### config.mk
export PLATFORM = sky130hd
export DESIGN_NAME = xbus_dec_flat
export DESIGN_NICKNAME = d
export VERILOG_FILES = /design/src/rtl/xbus_dec_pkg.sv /design/src/rtl/xbus_dec_if.sv /design/src/rtl/xbus_dec_match.sv /design/src/rtl/xbus_dec.sv /design/src/flat_wrapper.sv
export SDC_FILE = /design/constraint.sdc
export NUM_CORES = 1
export LEC_CHECK = 0
export BUFFER_PORTS_ARGS = -buffer_cell sky130_fd_sc_hd__buf_2
export CAP_MARGIN = 25
export CORE_AREA = 8 8 165 167
export DETAILED_ROUTE_END_ITERATION = 8
export DIE_AREA = 0 0 173 175
export GPL_TIMING_DRIVEN = 0
export SETUP_SLACK_MARGIN = 0.05
export SLEW_MARGIN = 20
export SYNTH_ARGS = -nofsm -noshare
export SYNTH_HDL_FRONTEND = slang
export SYNTH_SLANG_ARGS = --single-unit
### constraint.sdc
create_clock -name clk -period 1.49 [get_ports clk]
set_input_delay 0.0745 -clock clk [delete_from_list [all_inputs] [get_ports clk]]
set_output_delay 0.0745 -clock clk [all_outputs]
set_load 0.05 [all_outputs]
### src/rtl/xbus_dec_pkg.sv
// Shared definitions for the xbus_dec data-bus decoder: FSM encoding,
// error-capture register layout and the default error-register address.
package xbus_dec_pkg;

   typedef enum logic [1:0] {
      StIdle = 2'd0,
      StWait = 2'd1,
      StResp = 2'd2
   } state_e;

   // Error-register flag positions, counted down from the data MSB.
   localparam int unsigned ErrValidOfs = 0;
   localparam int unsigned ErrToOfs    = 1;

   localparam logic [31:0] ErrAddrDefault = 32'h0000_03FF;

endpackage

### src/rtl/xbus_dec_if.sv
// Controller data port plus the slave-side bus of the xbus_dec interconnect.
// The decoder uses the slave modport; controller and peripherals use master.
interface xbus_dec_if #(
   parameter int unsigned N_SLV  = 8,
   parameter int unsigned ADDR_W = 32,
   parameter int unsigned DATA_W = 32
);

   logic                    data_sel;
   logic                    data_we;
   logic [ADDR_W-1:0]       data_addr;
   logic [DATA_W-1:0]       data_to_wr;
   logic [DATA_W-1:0]       data_to_rd;
   logic                    data_ready;

   logic [N_SLV-1:0]        slv_sel;
   logic                    slv_we;
   logic [ADDR_W-1:0]       slv_addr;
   logic [DATA_W-1:0]       slv_wdata;
   logic [N_SLV*DATA_W-1:0] slv_rdata;
   logic [N_SLV-1:0]        slv_ready;

   modport slave (
      input  data_sel, data_we, data_addr, data_to_wr, slv_rdata, slv_ready,
      output data_to_rd, data_ready, slv_sel, slv_we, slv_addr, slv_wdata
   );

   modport master (
      output data_sel, data_we, data_addr, data_to_wr, slv_rdata, slv_ready,
      input  data_to_rd, data_ready, slv_sel, slv_we, slv_addr, slv_wdata
   );

endinterface

### src/rtl/xbus_dec_match.sv
// Combinational address matcher: one-hot hit of the lowest-index slave whose
// masked base equals the masked address.
module xbus_dec_match #(
   parameter int unsigned                N_SLV    = 8,
   parameter int unsigned                ADDR_W   = 32,
   parameter logic [N_SLV*ADDR_W-1:0]    SLV_BASE = '0,
   parameter logic [N_SLV*ADDR_W-1:0]    SLV_MASK = '0
) (
   input  logic [ADDR_W-1:0] addr_i,
   output logic [N_SLV-1:0]  hit_o,
   output logic              any_hit_o
);

   always_comb begin
      hit_o     = '0;
      any_hit_o = 1'b0;
      // Walk from the top so the lowest matching index overwrites the rest.
      for (int i = int'(N_SLV) - 1; i >= 0; i--) begin
         if (((addr_i ^ SLV_BASE[i*ADDR_W +: ADDR_W]) & SLV_MASK[i*ADDR_W +: ADDR_W]) == '0) begin
            hit_o     = '0;
            hit_o[i]  = 1'b1;
            any_hit_o = 1'b1;
         end
      end
   end

endmodule

### src/rtl/xbus_dec.sv
// Data-bus decoder/interconnect between the controller and N_SLV peripherals.
// Optional slave timeout is enabled with `define XBUS_DEC_TIMEOUT_EN.
module xbus_dec
   import xbus_dec_pkg::*;
#(
   parameter int unsigned             N_SLV    = 8,
   parameter int unsigned             ADDR_W   = 32,
   parameter int unsigned             DATA_W   = 32,
   parameter logic [N_SLV*ADDR_W-1:0] SLV_BASE = '0,
   parameter logic [N_SLV*ADDR_W-1:0] SLV_MASK = '0,
   parameter logic [ADDR_W-1:0]       ERR_ADDR = ADDR_W'(ErrAddrDefault),
   parameter int unsigned             TIMEOUT  = 64
) (
   input logic         clk,
   input logic         rst,
   xbus_dec_if.slave   bus
);

   localparam int unsigned ErrAddrW = (ADDR_W < DATA_W - 2) ? ADDR_W : DATA_W - 2;

   if (N_SLV < 1 || N_SLV > 16 || TIMEOUT < 1) begin : g_bad_param
      $error("xbus_dec: N_SLV must be 1..16 and TIMEOUT at least 1");
   end

   state_e                state_q, state_d;
   logic [N_SLV-1:0]      sel_q, sel_d;
   logic                  we_q, we_d;
   logic [DATA_W-1:0]     rdata_q, rdata_d;
   logic                  err_valid_q;
   logic [ErrAddrW-1:0]   err_addr_q;
   logic                  err_to;

   logic [N_SLV-1:0]      hit, mux_sel, slv_sel;
   logic                  any_hit, rdy_hit, idle_req, is_err_addr;
   logic                  err_set, err_clr, timeout;
   logic [ErrAddrW-1:0]   err_src_addr;
   logic [DATA_W-1:0]     slv_mux, err_word;

   xbus_dec_match #(
      .N_SLV    (N_SLV),
      .ADDR_W   (ADDR_W),
      .SLV_BASE (SLV_BASE),
      .SLV_MASK (SLV_MASK)
   ) u_match (
      .addr_i    (bus.data_addr),
      .hit_o     (hit),
      .any_hit_o (any_hit)
   );

   assign idle_req    = (state_q == StIdle) && bus.data_sel;
   assign is_err_addr = (bus.data_addr == ERR_ADDR);
   assign mux_sel     = (state_q == StIdle) ? hit : sel_q;
   assign rdy_hit     = |(mux_sel & bus.slv_ready);

   always_comb begin
      slv_mux = '0;
      for (int unsigned i = 0; i < N_SLV; i++) begin
         if (mux_sel[i]) slv_mux |= bus.slv_rdata[i*DATA_W +: DATA_W];
      end
   end

   always_comb begin
      err_word                           = '0;
      err_word[DATA_W-1-ErrValidOfs]     = err_valid_q;
      err_word[DATA_W-1-ErrToOfs]        = err_to;
      err_word[ErrAddrW-1:0]             = err_addr_q;
   end

   always_comb begin
      state_d = state_q;
      sel_d   = sel_q;
      we_d    = we_q;
      rdata_d = rdata_q;
      slv_sel = '0;
      case (state_q)
         StIdle: begin
            if (bus.data_sel) begin
               we_d    = bus.data_we;
               sel_d   = hit;
               rdata_d = '0;
               if (is_err_addr) begin
                  state_d = StResp;
                  if (!bus.data_we) rdata_d = err_word;
               end else if (any_hit) begin
                  // The request cycle is the first select cycle, so a
                  // zero-wait slave completes without visiting WAIT.
                  slv_sel = hit;
                  if (rdy_hit) begin
                     state_d = StResp;
                     if (!bus.data_we) rdata_d = slv_mux;
                  end else begin
                     state_d = StWait;
                  end
               end else begin
                  state_d = StResp;
               end
            end
         end
         StWait: begin
            slv_sel = sel_q;
            if (rdy_hit) begin
               state_d = StResp;
               if (!we_q) rdata_d = slv_mux;
            end else if (timeout) begin
               state_d = StResp;
            end
         end
         StResp:  state_d = StIdle;
         default: state_d = StIdle;
      endcase
   end

   always_ff @(posedge clk) begin
      if (rst) begin
         state_q <= StIdle;
         sel_q   <= '0;
         we_q    <= 1'b0;
         rdata_q <= '0;
      end else begin
         state_q <= state_d;
         sel_q   <= sel_d;
         we_q    <= we_d;
         rdata_q <= rdata_d;
      end
   end

   assign err_clr = idle_req && is_err_addr && bus.data_we;
   assign err_set = (idle_req && !is_err_addr && !any_hit) || timeout;

`ifdef XBUS_DEC_TIMEOUT_EN
   localparam int unsigned CntW = (TIMEOUT > 1) ? $clog2(TIMEOUT) : 1;

   logic [CntW-1:0]     cnt_q;
   logic [ErrAddrW-1:0] addr_q;
   logic                err_to_q;

   assign timeout      = (state_q == StWait) && (cnt_q == CntW'(TIMEOUT - 1));
   assign err_src_addr = timeout ? addr_q : bus.data_addr[ErrAddrW-1:0];
   assign err_to       = err_to_q;

   always_ff @(posedge clk) begin
      if (rst) begin
         cnt_q    <= '0;
         addr_q   <= '0;
         err_to_q <= 1'b0;
      end else begin
         cnt_q <= (state_q == StWait) ? cnt_q + 1'b1 : '0;
         if (idle_req) addr_q <= bus.data_addr[ErrAddrW-1:0];
         if (err_clr) begin
            err_to_q <= 1'b0;
         end else if (err_set && !err_valid_q) begin
            err_to_q <= timeout;
         end
      end
   end
`else
   assign timeout      = 1'b0;
   assign err_src_addr = bus.data_addr[ErrAddrW-1:0];
   assign err_to       = 1'b0;
`endif

   // Only the first error is kept; a clear in the same cycle wins.
   always_ff @(posedge clk) begin
      if (rst || err_clr) begin
         err_valid_q <= 1'b0;
         err_addr_q  <= '0;
      end else if (err_set && !err_valid_q) begin
         err_valid_q <= 1'b1;
         err_addr_q  <= err_src_addr;
      end
   end

   assign bus.slv_sel    = slv_sel;
   assign bus.slv_we     = bus.data_we;
   assign bus.slv_addr   = bus.data_addr;
   assign bus.slv_wdata  = bus.data_to_wr;
   assign bus.data_ready = (state_q == StResp);
   assign bus.data_to_rd = (state_q == StResp) ? rdata_q : '0;

endmodule

### src/flat_wrapper.sv
// flat-port wrapper written by rule: the top's interface ports become plain ports
module xbus_dec_flat import xbus_dec_pkg::*;
#(
   parameter int unsigned             N_SLV    = 8,
   parameter int unsigned             ADDR_W   = 32,
   parameter int unsigned             DATA_W   = 32,
   parameter logic [N_SLV*ADDR_W-1:0] SLV_BASE = '0,
   parameter logic [N_SLV*ADDR_W-1:0] SLV_MASK = '0,
   parameter logic [ADDR_W-1:0]       ERR_ADDR = ADDR_W'(ErrAddrDefault),
   parameter int unsigned             TIMEOUT  = 64
)
  (clk, rst, bus_data_sel, bus_data_we, bus_data_addr, bus_data_to_wr, bus_slv_rdata, bus_slv_ready, bus_data_to_rd, bus_data_ready, bus_slv_sel, bus_slv_we, bus_slv_addr, bus_slv_wdata);
  xbus_dec_if #(.N_SLV(N_SLV), .ADDR_W(ADDR_W), .DATA_W(DATA_W)) bus_i ();
  input logic clk;
  input logic rst;
  input wire logic [$bits(bus_i.data_sel)-1:0] bus_data_sel;
  input wire logic [$bits(bus_i.data_we)-1:0] bus_data_we;
  input wire logic [$bits(bus_i.data_addr)-1:0] bus_data_addr;
  input wire logic [$bits(bus_i.data_to_wr)-1:0] bus_data_to_wr;
  input wire logic [$bits(bus_i.slv_rdata)-1:0] bus_slv_rdata;
  input wire logic [$bits(bus_i.slv_ready)-1:0] bus_slv_ready;
  output wire logic [$bits(bus_i.data_to_rd)-1:0] bus_data_to_rd;
  output wire logic [$bits(bus_i.data_ready)-1:0] bus_data_ready;
  output wire logic [$bits(bus_i.slv_sel)-1:0] bus_slv_sel;
  output wire logic [$bits(bus_i.slv_we)-1:0] bus_slv_we;
  output wire logic [$bits(bus_i.slv_addr)-1:0] bus_slv_addr;
  output wire logic [$bits(bus_i.slv_wdata)-1:0] bus_slv_wdata;
  assign bus_i.data_sel = bus_data_sel;
  assign bus_i.data_we = bus_data_we;
  assign bus_i.data_addr = bus_data_addr;
  assign bus_i.data_to_wr = bus_data_to_wr;
  assign bus_i.slv_rdata = bus_slv_rdata;
  assign bus_i.slv_ready = bus_slv_ready;
  assign bus_data_to_rd = bus_i.data_to_rd;
  assign bus_data_ready = bus_i.data_ready;
  assign bus_slv_sel = bus_i.slv_sel;
  assign bus_slv_we = bus_i.slv_we;
  assign bus_slv_addr = bus_i.slv_addr;
  assign bus_slv_wdata = bus_i.slv_wdata;
  xbus_dec #(.N_SLV(N_SLV), .ADDR_W(ADDR_W), .DATA_W(DATA_W), .SLV_BASE(SLV_BASE), .SLV_MASK(SLV_MASK), .ERR_ADDR(ERR_ADDR), .TIMEOUT(TIMEOUT)) u_core (.clk(clk), .rst(rst), .bus(bus_i));
endmodule
==> flow_summary.ini, run 1 <==
[sta]
fin_tns_setup_ps = -3760
setup_viol = 61
tightest_slew_ps = 748
number_of_hold_slack_violations_in_the_final_timing_report = 0
final.min_clock_period_ps = 1640
grt_setup_unrepaired = yes
finalClockSkew_ps = 5.55
slew-limit-headroom_pct = 50.1
timing.final.crit_share_pct = 110
layout_setup_ws_ps = -148
fmaxAchievable_mhz = 611
drv_slew = 0

[critical_path]
critical_path_peak_fanout = 10
critical_path.max_stage_delay_ps = 350
crit_type = flip-flop to flip-flop
worstPathArrival_ps = 1780
endpoint_kind_of_the_worst_setup_timing_path = flip-flop
critical_path_buf_inv_count = 2
start_kind = flip-flop
timing.critical_path.max_delay_family = simple AND/OR/NAND/NOR gates
required_ps = 1630
crit_path_cell_trace = nand3b_1 > nor3b_2 > buf_6 > buf_12 > mux2i_1 > o32ai_2
worst_path_max_delay_cell = sky130_fd_sc_hd__dfxtp_2

[clock_network]
clock_pin_slew_worst_setup_and_hold_paths_ps = 50
ctsRootBufferMaster = sky130_fd_sc_hd__clkbuf_16
cts_tree = built
tritoncts.num_buffers = 5
worst_skew_pair.late_latency_ps = 290
htreeDepth = 2
cts_buffer_depth = 2
clock_sinks = 36

[power_and_ir_drop]
vdd_ir_drop_max_mv = 0.560
internal-power_mw = 2.13
power_total_mw = 3.37
p_seq_share_pct = 30.6
power_frac_comb_pct = 37.0
power.switching_mw = 1.24
netSwitchingFraction_pct = 36.8
leakagePower_nw = 2.08
power_per_cell_area_nw_per_um2 = 679
power_frac_clock_pct = 32.4

[synthesis]
synth_flop_cell = sky130_fd_sc_hd__dfxtp_1
synth_simple_gate_area_share_pct = 28.2
synth.most_common_cell = sky130_fd_sc_hd__buf_4
synth_enable_flop_cells = 0
yosysSeqAreaShare_pct = 25.2
post_synth_main_area_contributors = sky130_fd_sc_hd__dfxtp_1, sky130_fd_sc_hd__buf_4, sky130_fd_sc_hd__mux2i_1, sky130_fd_sc_hd__o32ai_1, sky130_fd_sc_hd__nand3b_1
synth.lib_cells_used.distinct = 28
post_synth_top_area_share_pct = 25.2
synth_area_um2 = 2860
synth_fa_ha_area_share_pct = 0
syn_avg_cell_area_um2 = 8.67
synth_area_in_compound_gates_pct = 11.4
post_synth_mux_area_share_pct = 11.2
synth_top_family_by_area = simple AND/OR/NAND/NOR gates
yosys.area_share.xor_xnor_pct = 0
asyncSetResetFlopFracSynth_pct = 0
ys_warn_count = 0
synthDominantAreaCellType = sky130_fd_sc_hd__dfxtp_1
synthTopCellsByCount = sky130_fd_sc_hd__buf_4, sky130_fd_sc_hd__dfxtp_1, sky130_fd_sc_hd__nand3b_1, sky130_fd_sc_hd__nor2b_1
synth.ff_latch_count = 36
syn_inst = 330

[placement]
post-dp-hpwl_um = 11400
finalWeightedCongestion = 0.734
placed_cells_incl_taps = 832
post-place-ws_ps = -614
portbufs = 166

[die]
row_count = 58
floorplan.die.height_um = 175
top_level_ports = 438
initial_core_util_pct = 11.6
fp.dieW_um = 173
placeableCoreArea_um2 = 24700
design.die.area_um2 = 30300

[run_status]
status = complete, but fails checks
failed_checks = setup timing

[global_routing]
track_usage_pct = 9.10
grt_max_degree = 11
first_global_vias = 3122
globalRouteOverflowTotal = 0
grt_first_pass_wirelength_um = 20600
number_of_antenna_violations_at_the_first_check_in_global_routing = 3

[finish]
diodes = 0
layout.core_utilization_pct = 20.1
synthToLayoutAreaGrowth_pct = 73.5
num-nets-final = 853
fin_cells = 852
drive_above_1_share_pct = 59.4

[routing]
post_drt_via_cell_ratio = 3.48
wirelength_um = 14600
firstDrtPassIters = 4
dr_total_vias = 2969
route.detailed.drc = 0
drtIter0Drc = 95
route.detailed.wl_per_inst_um = 17.1
antenna_violating_nets_post_route = 0

[worst_hold_path]
min_path_type = input port to flip-flop

[job]
drv.max_cap_violation_count = 0
==> layout by cell type, fill, tap and decap left out, types with 3 or more instances in the layout <==
cell                          n
sky130_fd_sc_hd__mux2i_2      3
sky130_fd_sc_hd__clkbuf_8     4
sky130_fd_sc_hd__dfxtp_1     34
sky130_fd_sc_hd__nor2b_1     32
sky130_fd_sc_hd__buf_2      123
sky130_fd_sc_hd__buf_4       85
sky130_fd_sc_hd__clkbuf_16    5
sky130_fd_sc_hd__clkbuf_2     3
sky130_fd_sc_hd__nand4_1      3
sky130_fd_sc_hd__clkbuf_1     9
sky130_fd_sc_hd__nor2_1       6
sky130_fd_sc_hd__o32ai_2     11
sky130_fd_sc_hd__and2_2       8
sky130_fd_sc_hd__buf_6       45
sky130_fd_sc_hd__and2_1      24
sky130_fd_sc_hd__o32ai_1     21
sky130_fd_sc_hd__nor4_4       4
sky130_fd_sc_hd__buf_8        4
sky130_fd_sc_hd__nand3b_1    33
sky130_fd_sc_hd__mux2i_1     29
sky130_fd_sc_hd__conb_1       7
sky130_fd_sc_hd__clkbuf_4     3
sky130_fd_sc_hd__nand2_1      3
==> cells by family after synthesis <==
group / after synthesis
compound gates: 39
mux: 32
other cells: 1
simple gates: 122
buf+inv: 100
flops: 36
==> registers in the layout, summed over array words and instances, names as in the netlist <==
register        count
u_core.rdata_q     32
u_core.sel_q        1
u_core.state_q      2
u_core.we_q         1
==> worst min-delay path, cell delays in order <==
cell	delay, ps
sky130_fd_sc_hd__buf_2	120
sky130_fd_sc_hd__nand2_1	50
sky130_fd_sc_hd__a21oi_1	50
==> stage by stage <==
stage	area (um2)	hold WS, ps
floorplan	2910	210
global placement	4160	349
detailed placement	4160	354
CTS	4840	43.9
global route	4960	62.6
finish	4960	54.8
==> timing repair <==
item | in CTS | in global routing
pin swaps | 10 | 4
hold buffers | 0 | 0
endpoints found under the setup margin | 70 | 66
setup buffers | 8 | 2
resized for setup | 117 | 26
gates cloned | 2 | 0
==> final cells by class <==
| type | count | area (um2) |
|---|---|---|
| fillers | 2791 | 19700 |
| inverters | 2 | 7.51 |
| repair buffers | 178 | 1220 |
| clock buffers | 8 | 146 |
| multi-input cells | 200 | 1680 |
| plain buffers | 98 | 772 |
| flip-flops and latches | 36 | 726 |
| well taps | 330 | 413 |
==> path summary, 6_finish.rpt <==
| path | from | endpoint | slack (ps) | depth (start not counted) |
|---|---|---|---|---|
| setup / recovery | u_core.state_q[1] | u_core.rdata_q[3] | -150 | 6 |
| hold / removal | bus_data_we | u_core.we_q | 50 | 3 |
| setup reg to reg | u_core.state_q[1] | u_core.rdata_q[3] | -150 | 6 |
| hold reg to reg | u_core.we_q | u_core.we_q | 490 | 2 |
==> power groups by stage <==
stage	clock, mW	combinational (mW)	sequential [mW]
CTS	1.15	1.22	1.03
global route	1.19	1.33	1.04
global placement	0	1.11	1.05
finish	1.09	1.25	1.03
detailed placement	0	1.12	1.05
floorplan	0	0.790	1.04
==> routing by layer <==
| metal | vias up | global-route usage (%) | wire [um] |
|---|---|---|---|
| li1 | 1471 | - | - |
| met1 | 1373 | 11.3 | 6500 |
| met2 | 109 | 13.4 | 6360 |
| met3 | 12 | 5.35 | 1560 |
| met4 | 4 | 1.76 | 105 |
| met5 | - | 0 | 27 |
Power figures use the tool's default switching activity.
==> run 2: changes to the inputs <==
--- a/config.mk
+++ b/config.mk
@@ -11,6 +11,7 @@
 export DETAILED_ROUTE_END_ITERATION = 8
 export DIE_AREA = 0 0 173 175
 export GPL_TIMING_DRIVEN = 0
+export RECOVER_POWER = 50
 export SETUP_SLACK_MARGIN = 0.05
 export SLEW_MARGIN = 20
 export SYNTH_ARGS = -nofsm -noshare
==> run 2 against run 1 <==
Compared with the run above: the run still ends with setup timing left; combinational power is essentially flat; highest routed layer unchanged; largest cell class unchanged; fmax hardly changed; critical path depth did not move; sequential power about the same; core utilization shrank 0.18 points; first-iteration DRC count is 2.1% lower; non-clock buffer count stayed put.
==> flow_summary.ini, run 2 (synthesis gave the netlist of run 1 again) <==
[run_status]
status = complete, but fails checks
failed_checks = setup timing

[clock_network]
cts_tree = built
htreeDepth = 2
clock_pin_slew_worst_setup_and_hold_paths_ps = 50
worst_skew_pair.late_latency_ps = 290
clock_sinks = 36
ctsRootBufferMaster = sky130_fd_sc_hd__clkbuf_16
tritoncts.num_buffers = 5
ctsHoldBuffers = 0
cts_buffer_depth = 2

[routing]
firstDrtPassIters = 4
drtIter0Drc = 93
route.detailed.drc = 0
wirelength_um = 14500
route.detailed.wl_per_inst_um = 17.1
antenna_violating_nets_post_route = 0
dr_total_vias = 2971
post_drt_via_cell_ratio = 3.49

[critical_path]
worstPathArrival_ps = 1820
r2r_setup_slack_ps = -150
critical_path_peak_fanout = 10
crit_type = flip-flop to flip-flop
reg2reg_from = u_core.state_q[1]
required_ps = 1680
critPathLaunch = u_core.state_q[1]
start_kind = flip-flop
endpoint_kind_of_the_worst_setup_timing_path = flip-flop
crit_path_end = u_core.rdata_q[6]
reg2reg_to = u_core.rdata_q[6]
ff2ff_path_depth = 6

[finish]
num-nets-final = 853
fin_cells = 852
synthToLayoutAreaGrowth_pct = 71.9
diodes = 0
fillCellCount = 2816
drive_above_1_share_pct = 52.5
largest_reg_flops = 32
reg_top3 = u_core.rdata_q x32, u_core.state_q x2
most-common-layout-cells = sky130_fd_sc_hd__buf_2, sky130_fd_sc_hd__buf_4, sky130_fd_sc_hd__buf_6, sky130_fd_sc_hd__clkbuf_1, sky130_fd_sc_hd__dfxtp_1
register_with_the_most_flip_flops = u_core.rdata_q
layout.core_utilization_pct = 19.9
mostFrequentLayoutCell = sky130_fd_sc_hd__buf_2

[global_routing]
grt_first_pass_wirelength_um = 20600
grt_max_degree = 11
number_of_antenna_violations_at_the_first_check_in_global_routing = 3
track_usage_pct = 9.10
globalRouteOverflowTotal = 0
first_global_vias = 3122

[die]
floorplan.die.height_um = 175
placeableCoreArea_um2 = 24700
row_count = 58
top_level_ports = 438
initial_core_util_pct = 11.6
fp.dieW_um = 173
design.die.area_um2 = 30300

[placement]
portbufs = 166
post-dp-hpwl_um = 11400
finalWeightedCongestion = 0.734
placed_cells_incl_taps = 832

[sta]
setup_viol = 61
drv_slew = 0
layout_setup_ws_ps = -148
slew-limit-headroom_pct = 43.4
timing.final.crit_share_pct = 110
holdWs_ps = 53.7
grt_setup_unrepaired = yes
tightest_slew_ps = 853
fmaxAchievable_mhz = 610
number_of_hold_slack_violations_in_the_final_timing_report = 0
finalClockSkew_ps = 6.14
final.min_clock_period_ps = 1640

[worst_hold_path]
min_path_type = input port to flip-flop

[power_and_ir_drop]
power_per_cell_area_nw_per_um2 = 683
leakagePower_nw = 1.98
vdd_ir_drop_max_mv = 0.565

[job]
drv.max_cap_violation_count = 0
run 2: layout make-up:
type | instances | area (um2) | share of cell area (%)
Multi-Input combinational cell | 200 | 1680 | 34.1
Timing Repair Buffer | 178 | 1180 | 23.9
Buffer | 98 | 772 | 15.7
Tap cell | 330 | 413 | 8.39
Sequential cell | 36 | 726 | 14.8
Clock buffer | 8 | 146 | 2.98
Inverter | 2 | 7.51 | 0.153
run 2: worst max-delay path, stage by stage, from the launching register on:
cell	delay, ps
sky130_fd_sc_hd__dfxtp_2	350
sky130_fd_sc_hd__nand3b_1	200
sky130_fd_sc_hd__nor3b_2	210
sky130_fd_sc_hd__buf_6	200
sky130_fd_sc_hd__nor2_2	90
sky130_fd_sc_hd__buf_4	200
sky130_fd_sc_hd__o32ai_1	290
run 2: where the power goes:
| group | switching [mW] | internal, mW | total (mW) |
|---|---|---|---|
| clock network | 0.427 | 0.668 | 1.09 |
| registers | 0.0264 | 1.00 | 1.03 |
| logic | 0.791 | 0.442 | 1.23 |
| total | 1.24 | 2.11 | 3.36 |
run 2: routing by layer:
metal | global-route usage (%) | vias up | share of wire, %
met5 | 0 | - | 0.19
met3 | 5.35 | 12 | 10
met4 | 1.76 | 4 | 0.73
met1 | 11.3 | 1373 | 45
met2 | 13.4 | 111 | 44
li1 | - | 1471 | -
run 2: per-stage QoR:
stage / instance area (um2) / power [mW] / setup slack (ps) / setup TNS, ps
after floorplan: 2910 / 1.83 / -53.7 / -53.7
after global placement: 4160 / 2.16 / -599 / -26290
after detailed placement: 4160 / 2.17 / -614 / -27970
after CTS: 4840 / 3.40 / -75.2 / -2970
after global routing: 4920 / 3.54 / -212 / -8150
final: 4920 / 3.36 / -148 / -3840
run 2: repair_timing:
item                                    4_1_cts  5_1_grt
setup buffers                                 8        2
pin swaps                                    10        4
hold endpoints to repair                      0        0
cloned                                        2        0
endpoints found under the setup margin       70       66
resized for setup                           117       26
run 2: worst min path at each step:
stage / depth (start not counted) / endpoint / startpoint / slack [ps]
after floorplan: 2 / u_core.we_q / bus_data_we / 210
after global placement: 3 / u_core.we_q / bus_data_we / 350
after detailed placement: 3 / u_core.we_q / bus_data_we / 350
after CTS: 3 / u_core.we_q / bus_data_we / 40
after global routing: 3 / u_core.we_q / bus_data_we / 60
final: 3 / u_core.we_q / bus_data_we / 50
==> run 3: changes to the inputs <==
--- a/config.mk
+++ b/config.mk
@@ -7,9 +7,10 @@
 export LEC_CHECK = 0
 export BUFFER_PORTS_ARGS = -buffer_cell sky130_fd_sc_hd__buf_2
 export CAP_MARGIN = 25
-export CORE_AREA = 8 8 165 167
+export CORE_AREA = 2 2 169 171
+export CTS_BUF_LIST = sky130_fd_sc_hd__clkbuf_2 sky130_fd_sc_hd__clkbuf_4 sky130_fd_sc_hd__clkbuf_8
 export DETAILED_ROUTE_END_ITERATION = 8
-export DIE_AREA = 0 0 173 175
+export DIE_AREA = 0 0 171 173
 export GPL_TIMING_DRIVEN = 0
 export RECOVER_POWER = 50
 export SETUP_SLACK_MARGIN = 0.05
==> run 3 against run 2 <==
Compared with the run above: the flow still finishes with violations (setup timing); non-clock buffer count grew 5; die area shrank 2.3%; first-iteration DRC count grew 86%; register-to-register slack gained 50 ps; design area grew 6.1%; combinational power grew 5%; clock-buffer cell count shrank 3; total power shrank 6.4%; critical path depth is the same; global-route usage is essentially flat.
==> flow_summary.ini, run 3 (synthesis gave the netlist of run 1 again) <==
[job]
drv.max_cap_violation_count = 0

[die]
top_level_ports = 438
row_count = 61
floorplan.die.height_um = 173
placeableCoreArea_um2 = 27600
design.die.area_um2 = 29600
fp.dieW_um = 171
initial_core_util_pct = 10.4

[routing]
antenna_violating_nets_post_route = 0
drtIter0Drc = 173
route.detailed.drc = 0
firstDrtPassIters = 4
wirelength_um = 14300
route.detailed.wl_per_inst_um = 15.8
dr_total_vias = 3067
post_drt_via_cell_ratio = 3.39

[placement]
dpl-instance-area_um2 = 4220
post-dp-hpwl_um = 10900
finalWeightedCongestion = 0.737
placed_cells_incl_taps = 880
portbufs = 166

[sta]
final.min_clock_period_ps = 1590
holdWs_ps = 29.3
number_of_hold_slack_violations_in_the_final_timing_report = 0
fmaxAchievable_mhz = 631
tightest_slew_ps = 839
drv_slew = 0
layout_setup_ws_ps = -95.5
slew-limit-headroom_pct = 44.3
finalClockSkew_ps = 21.0
grt_setup_unrepaired = yes
setup_viol = 63
timing.final.crit_share_pct = 106

[critical_path]
r2r_setup_slack_ps = -100
crit_type = flip-flop to flip-flop
reg2reg_to = u_core.rdata_q[24]
crit_path_cell_trace = nand3b_1 > nor3b_2 > buf_6 > buf_12 > mux2i_4 > o32ai_2
worst_path_max_delay_cell = sky130_fd_sc_hd__dfxtp_4
crit_path_end = u_core.rdata_q[24]
reg2reg_from = u_core.state_q[1]
start_kind = flip-flop
critical_path_peak_fanout = 10
worstPathArrival_ps = 1750
required_ps = 1650
ff2ff_path_depth = 6
endpoint_kind_of_the_worst_setup_timing_path = flip-flop
critical_path.max_stage_delay_ps = 380
critPathLaunch = u_core.state_q[1]

[run_status]
status = complete, but fails checks
failed_checks = setup timing

[finish]
register_with_the_most_flip_flops = u_core.rdata_q
reg_top3 = u_core.rdata_q x32, u_core.state_q x2
drive_above_1_share_pct = 57.3
most-common-layout-cells = sky130_fd_sc_hd__buf_2, sky130_fd_sc_hd__buf_4, sky130_fd_sc_hd__clkbuf_1
synthToLayoutAreaGrowth_pct = 82.4
mostFrequentLayoutCell = sky130_fd_sc_hd__buf_2
largest_reg_flops = 32
final_cell_area_um2 = 5220
fillCellCount = 3160
num-nets-final = 858
layout.core_utilization_pct = 18.9
fin_cells = 906

[clock_network]
cts_tree = built
tritoncts.num_buffers = 5
clock_pin_slew_worst_setup_and_hold_paths_ps = 100
htreeDepth = 2
clock_sinks = 36
worst_skew_pair.late_latency_ps = 320
cts_buffer_depth = 2
ctsRootBufferMaster = sky130_fd_sc_hd__clkbuf_8

[power_and_ir_drop]
power_frac_clock_pct = 26.2
power_frac_comb_pct = 41.0
power_total_mw = 3.14
netSwitchingFraction_pct = 42.3
internal-power_mw = 1.81
vdd_ir_drop_max_mv = 0.300
leakagePower_nw = 2.07
power.switching_mw = 1.33
power_per_cell_area_nw_per_um2 = 602
p_seq_share_pct = 32.8

[worst_hold_path]
min_path_type = input port to flip-flop

[global_routing]
grt_max_degree = 14
first_global_vias = 2945
globalRouteOverflowTotal = 0
grt_first_pass_wirelength_um = 19300
track_usage_pct = 9.13
number_of_antenna_violations_at_the_first_check_in_global_routing = 3
[run 3: worst max-delay path: cells and delay by family, from the launching register on]
kind | cells | cell delay [ps]
multiplexers | 1 | 230
buffers and inverters | 2 | 350
AND/OR/NAND/NOR | 2 | 390
AO/OA/AOI/OAI | 1 | 90
flip-flops | 1 | 380
[run 3: worst min path at each step]
stage,from,endpoint,slack [ps],cells past startpoint
4_1_cts,bus_slv_rdata[16],u_core.rdata_q[16],3,3
3_3_place_gp,bus_data_we,u_core.we_q,360,3
6_report,bus_data_sel,u_core.state_q[0],30,3
2_1_floorplan,bus_data_we,u_core.we_q,210,2
5_1_grt,bus_slv_rdata[13],u_core.rdata_q[13],20,3
3_5_place_dp,bus_data_we,u_core.we_q,360,3
[run 3: layout make-up]
type	instances	area, um2	area share, %
Tap cell	378	473	9.06
Clock inverter	3	21.3	0.408
Clock buffer	5	68.8	1.32
Buffer	98	825	15.8
Multi-Input combinational cell	200	1720	33.0
Antenna cell	1	2.50	0.0480
Sequential cell	36	728	14.0
Timing Repair Buffer	183	1370	26.3
Inverter	2	7.51	0.144
[run 3: power by group through the flow]
stage          combinational, mW  clock (mW)  sequential, mW
2_1_floorplan              0.790           0            1.04
3_3_place_gp                1.12           0            1.05
3_5_place_dp                1.13           0            1.05
4_1_cts                     1.24       0.871            1.03
5_1_grt                     1.36       0.898            1.04
6_report                    1.29       0.822            1.03
[run 3: per-layer routing]
metal / vias up / wire length, um / GRT usage (%) / part of all wire (%)
met2: 108 / 6160 / 13.1 / 43
met5: - / 31 / 0 / 0.22
met3: 12 / 1710 / 5.63 / 12
li1: 1483 / - / - / -
met1: 1458 / 6370 / 11.9 / 44
met4: 6 / 66 / 1.24 / 0.46
[run 3: repair_timing]
action | 4_1_cts | 5_1_grt
pin swaps | 9 | 21
cloned | 1 | 2
setup endpoints to repair | 70 | 66
resized for setup | 134 | 81
setup buffers | 11 | 3
hold buffers | 1 | 0
endpoints found under the hold margin | 1 | 0
[run 3: per-stage QoR]
step	setup TNS [ps]	setup WS [ps]
global route	-8200	-172
finish	-3590	-95.5
global placement	-30360	-689
detailed placement	-29200	-655
CTS	-3630	-94.6
floorplan	-53.7	-53.7
